## src/rtl/gray_pkg.sv

```systemverilog
// Shared helpers for the multi-channel Gray counter.
//   clog2    : ceiling log2, sizes the debounce counter (DELAY+1 states)
//   bin2gray : binary to reflected Gray, callers cast to their own width
package gray_pkg;

  localparam int GRAY_MAX_W = 16;

  function automatic int clog2(input int v);
    int r;
    r = 0;
    for (int i = 0; i < 31; i++)
      if ((1 << i) < v) r = i + 1;
    return r;
  endfunction

  // Operates on the widest supported counter. Upper bits are zero for
  // narrower counters, so truncating the result is exact.
  function automatic logic [GRAY_MAX_W-1:0] bin2gray(input logic [GRAY_MAX_W-1:0] b);
    return b ^ (b >> 1);
  endfunction

endpackage

```

## src/rtl/debounce_pulse.sv

```systemverilog
// One push-button channel: 2-FF synchroniser, debouncer and press detect.
//   clk  : clock
//   rst  : asynchronous active-low reset
//   btn  : raw asynchronous button
//   step : one-cycle pulse per accepted (debounced) press
module debounce_pulse
  import gray_pkg::*;
#(
  parameter int DELAY = 4
) (
  input  logic clk,
  input  logic rst,
  input  logic btn,
  output logic step
);

  localparam int              CW  = (clog2(DELAY + 1) < 1) ? 1 : clog2(DELAY + 1);
  localparam logic [CW-1:0]   LIM = CW'(DELAY);

  logic          s1_q, s2_q;
  logic          stable_q, stable_d, stable_dly_q;
  logic [CW-1:0] cnt_q, cnt_d;

  // Debounced state flips only after DELAY consecutive disagreeing samples;
  // any agreeing sample restarts the count.
  always_comb begin
    cnt_d    = '0;
    stable_d = stable_q;
    if (s2_q != stable_q) begin
      if (cnt_q + CW'(1) == LIM) begin
        stable_d = ~stable_q;
      end else begin
        cnt_d = cnt_q + CW'(1);
      end
    end
  end

  always_ff @(posedge clk or negedge rst) begin
    if (!rst) begin
      s1_q         <= 1'b0;
      s2_q         <= 1'b0;
      stable_q     <= 1'b0;
      stable_dly_q <= 1'b0;
      cnt_q        <= '0;
    end else begin
      s1_q         <= btn;
      s2_q         <= s1_q;
      stable_q     <= stable_d;
      stable_dly_q <= stable_q;
      cnt_q        <= cnt_d;
    end
  end

  // Rising edge of the debounced state only; releases give no step.
  assign step = stable_q & ~stable_dly_q;

endmodule

```

## src/rtl/gray_counter_multi.sv

```systemverilog
// NCH independent button-driven up/down counters shown as Gray code.
//   clk  : clock
//   rst  : asynchronous active-low reset
//   btn  : raw buttons, bit c -> channel c
//   dir  : per-channel direction, 1 = up, 0 = down (used in the step cycle)
//   clr  : synchronous per-channel clear, wins over a step
//   leds : Gray value, channel c at [c*N +: N]
//   wrap : registered one-cycle pulse when a step crosses/hits a range end
module gray_counter_multi
  import gray_pkg::*;
#(
  parameter int N        = 4,
  parameter int DELAY    = 4,
  parameter int NCH      = 2,
  parameter int SATURATE = 0
) (
  input  logic             clk,
  input  logic             rst,
  input  logic [NCH-1:0]   btn,
  input  logic [NCH-1:0]   dir,
  input  logic [NCH-1:0]   clr,
  output logic [NCH*N-1:0] leds,
  output logic [NCH-1:0]   wrap
);

  localparam logic [N-1:0] MAXV = {N{1'b1}};
  localparam bit           SAT  = (SATURATE != 0);

  for (genvar c = 0; c < NCH; c++) begin : g_ch
    logic         step;
    logic [N-1:0] b_q, b_d;
    logic [N-1:0] gray_q, gray_d;
    logic         wrap_q, wrap_d;

    debounce_pulse #(.DELAY(DELAY)) u_db (
      .clk  (clk),
      .rst  (rst),
      .btn  (btn[c]),
      .step (step)
    );

    always_comb begin
      b_d    = b_q;
      wrap_d = 1'b0;
      if (clr[c]) begin
        b_d = '0;
      end else if (step) begin
        if (dir[c]) begin
          if (b_q == MAXV) begin
            wrap_d = 1'b1;
            b_d    = SAT ? MAXV : '0;
          end else begin
            b_d = b_q + N'(1);
          end
        end else begin
          if (b_q == '0) begin
            wrap_d = 1'b1;
            b_d    = SAT ? '0 : MAXV;
          end else begin
            b_d = b_q - N'(1);
          end
        end
      end
      gray_d = N'(bin2gray(GRAY_MAX_W'(b_d)));
    end

    always_ff @(posedge clk or negedge rst) begin
      if (!rst) begin
        b_q    <= '0;
        gray_q <= '0;
        wrap_q <= 1'b0;
      end else begin
        b_q    <= b_d;
        gray_q <= gray_d;
        wrap_q <= wrap_d;
      end
    end

    assign leds[c*N +: N] = gray_q;
    assign wrap[c]        = wrap_q;
  end

endmodule

```

## config.mk

```make
export PLATFORM = sky130hd
export DESIGN_NAME = gray_counter_multi
export DESIGN_NICKNAME = d
export VERILOG_FILES = /design/src/rtl/gray_pkg.sv /design/src/rtl/debounce_pulse.sv /design/src/rtl/gray_counter_multi.sv
export SDC_FILE = /design/constraint.sdc
export NUM_CORES = 1
export LEC_CHECK = 0
export BUFFER_PORTS_ARGS = -buffer_cell sky130_fd_sc_hd__buf_2
export CAP_MARGIN = 20
export CORE_ASPECT_RATIO = 0.75
export CORE_MARGIN = 4
export CORE_UTILIZATION = 64
export CTS_BUF_LIST = sky130_fd_sc_hd__clkbuf_2 sky130_fd_sc_hd__clkbuf_4 sky130_fd_sc_hd__clkbuf_8
export DETAILED_ROUTE_END_ITERATION = 8
export GPL_ROUTABILITY_DRIVEN = 1
export PLACE_DENSITY_LB_ADDON = 0.1
export SLEW_MARGIN = 0
export SYNTH_ARGS = -nofsm -noshare
export SYNTH_HDL_FRONTEND = slang
export SYNTH_HIERARCHICAL = 1
export SYNTH_SLANG_ARGS = --single-unit
```

## constraint.sdc

```tcl
create_clock -name clk -period 4.3 [get_ports clk]
set_input_delay 0.215 -clock clk [delete_from_list [all_inputs] [get_ports clk]]
set_output_delay 0.215 -clock clk [all_outputs]
set_load 0.01 [all_outputs]
```

; ---- Word level (Yosys, flattened, before mapping)
; Index checks and enable logic that the tools add are counted.
[op_classes]
n_addsub = 6
eq_ne = 6
mux = 24
n_bitwise = 8
n_reduce_logical = 4
[op_table]
columns = op, n
row1 = 4-bit 2-to-1 mux, 10
row2 = 3-bit 2-to-1 mux, 4
row3 = 1-bit 2-to-1 mux, 10
row4 = 4-bit by 1-bit adder with 4-bit output (second input constant), 2
row5 = 4-bit == test (second input constant), 2
row6 = 4-bit zero test, 2
row7 = 4-bit by 1-bit subtractor with 4-bit output (second input constant), 2
row8 = 4-bit by 3-bit XOR with 4-bit output, 2
row9 = 3-bit by 1-bit adder with 3-bit output (second input constant), 2
row10 = 3-bit == test (second input constant), 2
row11 = 1-bit NOT, 4
row12 = 2-bit AND reduction, 2
row13 = 1-bit bitwise AND, 2
row14 = 1-bit != test, 2
[totals]
ff_bits = 32
inputBits = 8
output_inout_bits = 10
word_cells = 64

; ---- Logic depth before layout (Yosys ltp)
; Gate-level depths: netlist of run 1.
[depth]
depth_word = 6
depth_mapped = 6

; ---- Modules after synthesis
; Netlist of run 1, hierarchy kept.
[modules_own_cells]
columns = module, n_inst, cells_per_inst, area_each_um2
row1 = gray_counter_multi, 1, 99, 983.4
row2 = debounce_pulse at g_ch[0].u_db, 1, 18, 265.3
row3 = debounce_pulse at g_ch[1].u_db, 1, 17, 264.0

; ---- Least setup slack after synthesis of run 1
; No wires, ideal clock.
[synth_path]
path_kind = reg-to-reg
startpoint = reg g_ch[1].b_q[0]
endpoint = reg g_ch[1].gray_q[0]
t_arrival_ns = 1.614
t_required_ns = 4.175
slack_ns = 2.561
path_stages_with_launch = 7
synth_period_minus_slack_ns = 1.739
cell_sequence = dfrtp_1 > inv_1 > ha_1 > or3b_2 > a21oi_1 > o22ai_1 > mux2_2
[synth_via]
elab_chain_cells = 6
[synth_rtl]
columns = element, line_no
row1 = "start, declared", gray_counter_multi.sv:31  ; logic [N-1:0] b_q, b_d;
row2 = "start signal, assigned", gray_counter_multi.sv:69  ; b_q <= '0;
row3 = "start signal, assigned", gray_counter_multi.sv:73  ; b_q <= b_d;
row4 = "4-bit by 1-bit subtractor with 4-bit output, or another cell as far along", gray_counter_multi.sv:60  ; b_d = b_q - N'(1);
row5 = 4-bit 2-to-1 mux (on tied branches), "gray_counter_multi.sv:56, gray_counter_multi.sv:49"
row6 = 4-bit 2-to-1 mux, gray_counter_multi.sv:48  ; if (dir[c]) begin
row7 = 4-bit 2-to-1 mux (*), gray_counter_multi.sv:47  ; end else if (step) begin
row8 = 4-bit 2-to-1 mux (*), gray_counter_multi.sv:45  ; if (clr[c]) begin
row9 = 4-bit by 3-bit XOR with 4-bit output (*), gray_pkg.sv:19  ; return b ^ (b >> 1);
row10 = net g_ch[1].gray_d[0], gray_counter_multi.sv:32  ; logic [N-1:0] gray_q, gray_d;
row11 = "end signal, assigned", gray_counter_multi.sv:74  ; gray_q <= gray_d;
row12 = "end, declared", gray_counter_multi.sv:32
; The timed path passes the listed nets; every way through them passes the cells marked *.
; A chain may end at the register's enable or synchronous reset.

; ---- Worst setup path in the final report of run 1
[layout_path]
startpoint = reg g_ch[0].u_db.stable_q
endpoint = reg g_ch[0].gray_q[1]
[layout_via]
elab_chain_cells = 4
[layout_rtl]
columns = element, line_no
row1 = "start, declared", debounce_pulse.sv:21  ; logic stable_q, stable_d, stable_dly_q;
row2 = "start signal, assigned", debounce_pulse.sv:48  ; stable_q <= stable_d;
row3 = 1-bit bitwise AND, debounce_pulse.sv:55  ; assign step = stable_q & ~stable_dly_q;
row4 = net g_ch[0].step, gray_counter_multi.sv:30  ; logic step;
row5 = 4-bit 2-to-1 mux, gray_counter_multi.sv:47
row6 = 4-bit 2-to-1 mux, gray_counter_multi.sv:45
row7 = 4-bit by 3-bit XOR with 4-bit output, gray_pkg.sv:19
row8 = net g_ch[0].gray_d[1], gray_counter_multi.sv:32
row9 = "end signal, assigned", gray_counter_multi.sv:74
row10 = "end, declared", gray_counter_multi.sv:32
; The timed path passes the listed nets, and every way through them passes these cells.

==> results of run 1 <==
-- state kept, by name, summed over array words and instances, names as in the netlist --
signal	count
g_ch.gray_q	6
g_ch.u_db/stable_q	2
g_ch.u_db/s2_q	2
g_ch.u_db/cnt_q	6
g_ch.wrap_q	2
g_ch.b_q	8
g_ch.u_db/stable_dly_q	2
g_ch.u_db/s1_q	2
-- cell type report --
| type | count | area [µm²] | area share (%) |
|---|---|---|---|
| well taps | 32 | 40.0 | 2.31 |
| clock buffers | 6 | 51.3 | 2.96 |
| inverters | 11 | 41.3 | 2.38 |
| clock inverters | 2 | 60.1 | 3.46 |
| repair buffers | 20 | 115 | 6.64 |
| multi-input cells | 87 | 676 | 39.0 |
| flip-flops and latches | 30 | 751 | 43.3 |
-- how the worst max path moves through the flow --
stage	start	cells past startpoint	slack (ns)	to
after floorplan	g_ch[1].b_q[0]	6	2.56	g_ch[1].gray_q[0]
final	g_ch[0].u_db/stable_q	5	2.29	g_ch[0].gray_q[1]
after detailed placement	g_ch[0].u_db/stable_q	5	2.33	g_ch[0].gray_q[1]
after global routing	g_ch[0].u_db/stable_q	5	2.17	g_ch[0].gray_q[1]
after CTS	g_ch[0].u_db/stable_q	5	2.31	g_ch[0].gray_q[1]
after global placement	g_ch[0].u_db/stable_q	5	2.48	g_ch[0].gray_q[1]
-- report_power, final --
part | total, W | internal, W | switching (W)
Sequential | 0.000430 | 0.000359 | 0.0000711
Combinational | 0.000336 | 0.000165 | 0.000171
Clock | 0.000297 | 0.000197 | 0.000100
-- metrics by stage --
step | hold WS, ns | instances
finish | 0.135 | 188
CTS | 0.119 | 188
global placement | 0.263 | 177
floorplan | -0.0806 | 134
global route | 0.119 | 188
detailed placement | 0.274 | 177
-- timing repair --
action                    4_1_cts  5_1_grt
gates resized for setup         0        0
hold endpoints to repair       32        0
setup buffers                   0        0
hold buffers                    3        0
-- Yosys cell counts (2+ instances only) --
cell,count,area [µm²]
a211oi_1,3,22.5
a21o_1,2,15.0
a21oi_1,3,15.0
buf_4,4,30.0
dfrtp_1,30,751
ha_1,8,100
inv_1,11,41.3
mux2_4,2,30.0
mux2i_1,7,70.1
nand2_1,5,18.8
nand3b_1,2,15.0
nor2_1,9,33.8
nor2b_1,8,50.1
nor3_1,3,15.0
o21ai_0,4,20.0
xnor2_1,6,52.6
xor2_1,3,26.3
-- cells by family (layout without fill, tap and decap cells) --
kind of cell | count (synthesis) | after routing | share of synthesized area (%)
AOI/OAI and AO/OA | 19 | 19 | 9.18
xor gates and xnor gates | 9 | 9 | 5.21
and+or+nand+nor | 41 | 41 | 16.3
DFF | 30 | 30 | 49.6
muxes | 10 | 10 | 7.36
adders and majority gates | 8 | 8 | 6.62
buffers and inverters | 17 | 39 | 5.71
-- metal layers --
metal	vias up	part of all wire (%)
met5	-	0
met4	0	3.0
met3	10	5.1
met2	31	46
met1	528	46
li1	503	-
==> results.cfg, run 1 <==
[status]
outcome = complete, no violations

[die]
num_rows = 14
die_x_um = 64.1
start_util_pct = 71.4
coreArea_mm2 = 0.00212
dieArea_mm2 = 0.00321
die_y_um = 50.1
ios = 18

[timing]
fmax_ghz = 0.499
final.setup_skew_ns = 0.00385
worst_slack_ns = 2.29
finalCriticalPeriod_ns = 2.01
fin_tns_setup_ns = 0
tightest_slew_ns = 0.645
finalCritPeriodShare_pct = 46.6
setup_viol = 0
drv_slew = 0
timing.slew.headroom_pct = 57.0
rsz0062_at_grt = no
finalHoldViolCount = 0

[placed_design]
place.gp.congestion = 0.795
dp_slack_ns = 2.33
postPlaceCellArea_mm2 = 0.00159
port_buffers = 17
hpwlAfterDp_mm = 1.95

[clocking]
cts_sinks = 30
clk-insertion-delay-late_ns = 0.32
htreeDepth = 2
cts_root_buf = clkbuf_4
cts_tree = done
numCtsBuffers = 5
clockBufferDepth = 2
clkTransAtPathRegs_ns = 0.10

[global_route]
grt.busiest_layer = met2
use_met2_pct = 29.0
grt_max_degree = 31
grt_pass1_vias = 1049
grt_overflow_total = 0
track_usage_pct = 19.9
grt_util_met3_pct = 6.36
gr-usage-met1_pct = 26.4
grt_antenna_before_repair = 0
grt_pass1_wl_mm = 4.82

[critical_path]
r2r-end = g_ch[0].gray_q[1]
critPathTopFamily = simple AND/OR/NAND/NOR gates
crit_path_end_kind = flip-flop
path_class = reg -> reg
slowest_delay_ns = 0.50
cp-start-kind = flip-flop
rr_startpoint = g_ch[0].u_db/stable_q
cp.arrival_ns = 2.21
r2r_slack_ns = 2.29
worstPathCellList = nor2b_1 > inv_1 > or3_2 > a21o_1 > xnor2_1
worstPathRequired_ns = 4.50
crit_fanout = 6
cp_num_buf_inv = 1
cpMaxStageDelayCell = or3_2
ff2ff_path_depth = 5

[layout]
antenna_cells = 0
fin_area_mm2 = 0.00173
fillers = 128
layout_common_cells = dfrtp_1 (30), buf_2 (17), inv_1 (11)
drive_gt1_share_pct = 22.4
finalNetCount = 171
layout_commonest_cell = dfrtp_1
final_util_pct = 81.8
area_growth_pct = 14.6

[drt]
drt_iter0_drc = 42
vias_per_cell = 5.70
wirelength_mm = 2.85
route.detailed.drc = 0
num_vias = 1072
wl_per_cell_um = 15.1
postRouteAntennaNets = 0
drtPass1Iterations = 4

[min_path]
holdPathStages = 2
min_delay_worst_endpoint = g_ch[1].b_q[0]
holdCritPathClass = in -> reg
min_from = clr[1]

[job]
drv_cap = 0

[power_and_ir_drop]
p_per_area_mw_per_mm2 = 613
vdd_drop_max_uv = 447
power.leakage_nw = 0.869
power_w = 0.00106

[synthesis]
synthFlopType = dfrtp_1
synthesis.area_mm2 = 0.00151
synth_async_sr_flop_share_pct = 100
avgSynthCellArea_um2 = 11.3
yosys_warnings = 6
synth_edf_count = 0
ys_seq_area_share_pct = 49.6
synth.distinct_cells = 41
synth_cells = 134
ys_ff_latch = 30
syn_nets = 150
(Power assumes the default switching activity.)
==> run 2, diff against run 1 <==
Settings changed: CORE_UTILIZATION 64 to 54.
Clock period 4.3 ns to 1.8 ns, I/O delays scaled along.
==> run 2 against run 1 <==
  * First-iteration DRC count grew 19%
  * Sequential share of layout area shrank 2.5 points
  * Largest power group unchanged
  * Cell area grew 6.4%
  * Worst hold slack lost 0.064 ns
  * Critical path type unchanged
==> results.cfg, run 2 (synthesis gave the netlist of run 1 again) <==
[status]
outcome = complete, no violations

[clocking]
cts_tree = done
clkTransAtPathRegs_ns = 0.06
cts_sinks = 30
htreeDepth = 2
clk-insertion-delay-late_ns = 0.28
clockBufferDepth = 2
numCtsBuffers = 5
cts_root_buf = clkbuf_8

[global_route]
use_met2_pct = 27.4
grt_antenna_before_repair = 0
grt_pass1_wl_mm = 5.02
grt.busiest_layer = met2
grt_max_degree = 31
gr-usage-met1_pct = 23.4
grt_util_met3_pct = 5.97
track_usage_pct = 18.0
grt_pass1_vias = 1093
grt_overflow_total = 0

[power_and_ir_drop]
pwr-share-clk_pct = 21.7
power_w = 0.00258
p_per_area_mw_per_mm2 = 1400
pwr-share-comb_pct = 39.0
seq_power_share_pct = 39.4
p_sw_share_pct = 33.8
vdd_drop_max_uv = 728
power.leakage_nw = 0.922
intPower_w = 0.00171
power.switching_w = 0.000871

[die]
die_x_um = 69.1
num_rows = 16
die_y_um = 53.8
start_util_pct = 57.2
ios = 18
coreArea_mm2 = 0.00264
dieArea_mm2 = 0.00372

[drt]
vias_per_cell = 5.33
drtPass1Iterations = 4
wl_per_cell_um = 14.7
postRouteAntennaNets = 0
route.detailed.drc = 0
num_vias = 1087
wirelength_mm = 2.99
drt_iter0_drc = 50

[timing]
finalCritPeriodShare_pct = 96.5
fin_tns_setup_ns = 0
fmax_ghz = 0.575
whs_ns = 0.0713
drv_slew = 0
finalHoldViolCount = 0
finalCriticalPeriod_ns = 1.74
final.setup_skew_ns = 0.00659
tightest_slew_ns = 0.655
timing.slew.headroom_pct = 56.3
setup_viol = 0

[critical_path]
crit_path_end_kind = flip-flop
cp-start-kind = flip-flop
worstPathRequired_ns = 1.99
crit_fanout = 7
r2r_slack_ns = 0.06
path_class = reg -> reg
cp.arrival_ns = 1.93

[layout]
finalNetCount = 183
fillers = 209
drive_gt1_share_pct = 31.5
layout_commonest_cell = dfrtp_1
final_util_pct = 69.8
fin_area_mm2 = 0.00185
antenna_cells = 0
area_growth_pct = 22.0
layout_common_cells = dfrtp_1 (28), buf_2 (17), buf_4 (12)
largestRegisters = g_ch.b_q (8), g_ch.gray_q (6), g_ch.u_db/cnt_q (6)
top_register = g_ch.b_q
largest_reg_flops = 8

[min_path]
holdCritPathClass = in -> reg

[placed_design]
port_buffers = 17
place.gp.congestion = 0.805
hpwlAfterDp_mm = 2.06
postPlaceCellArea_mm2 = 0.00167

[job]
drv_cap = 0
-- run 2: path summary, 6_finish.rpt --
| path | from | end | depth (start not counted) |
|---|---|---|---|
| max reg2reg | g_ch[0].b_q[0] | g_ch[0].gray_q[0] | 5 |
| min reg2reg | g_ch[1].u_db/s1_q | g_ch[1].u_db/s2_q | 0 |
| min in group asynchronous | rst | g_ch[0].b_q[3] | 2 |
| max | g_ch[0].b_q[0] | g_ch[0].gray_q[0] | 5 |
| max in group asynchronous | rst | g_ch[0].b_q[0] | 2 |
| min | clr[0] | g_ch[0].b_q[0] | 2 |
-- run 2: timing repair --
| item | CTS | global route |
|---|---|---|
| pin swaps | 1 | 2 |
| resized for setup | 2 | 7 |
| hold buffers | 3 | 0 |
| setup buffers | 0 | 3 |
| endpoints found under the setup margin | 2 | 5 |
| endpoints found under the hold margin | 32 | 0 |
-- run 2: routing by layer --
layer / routed length, µm / vias up
met4: 25 / 0
met5: 0 / -
met3: 140 / 2
met1: 1410 / 528
met2: 1410 / 30
li1: - / 527
-- run 2: final cells by class --
type	instances	area, µm²	share of cell area [%]
sequential	30	753	40.8
multi-input combinational	87	706	38.2
timing repair buffer	32	205	11.1
clock buffer	7	90.1	4.88
tap	36	45.0	2.44
inverter	11	41.3	2.24
clock inverter	1	5.00	0.271
-- run 2: power groups by stage --
| stage | clock [W] | combinational [W] | sequential, W |
|---|---|---|---|
| floorplan | 0 | 0.000587 | 0.00103 |
| global placement | 0 | 0.000864 | 0.000996 |
| detailed placement | 0 | 0.000904 | 0.00102 |
| CTS | 0.000579 | 0.000921 | 0.00101 |
| global route | 0.000614 | 0.00110 | 0.00104 |
| finish | 0.000558 | 0.00100 | 0.00101 |
-- run 2: critical path: stages, from the launching register on --
cell      delay, ns
dfrtp_2        0.45
inv_1          0.07
ha_2           0.19
or4b_4         0.49
a311oi_4       0.25
xor2_1         0.20
-- run 2: per-stage QoR --
step,setup WS (ns),std cells
after detailed placement,-0.0333,190
after CTS,0.000980,201
final,0.0621,204
after floorplan,0.0613,134
after global placement,0.0898,190
after global routing,-0.0102,204
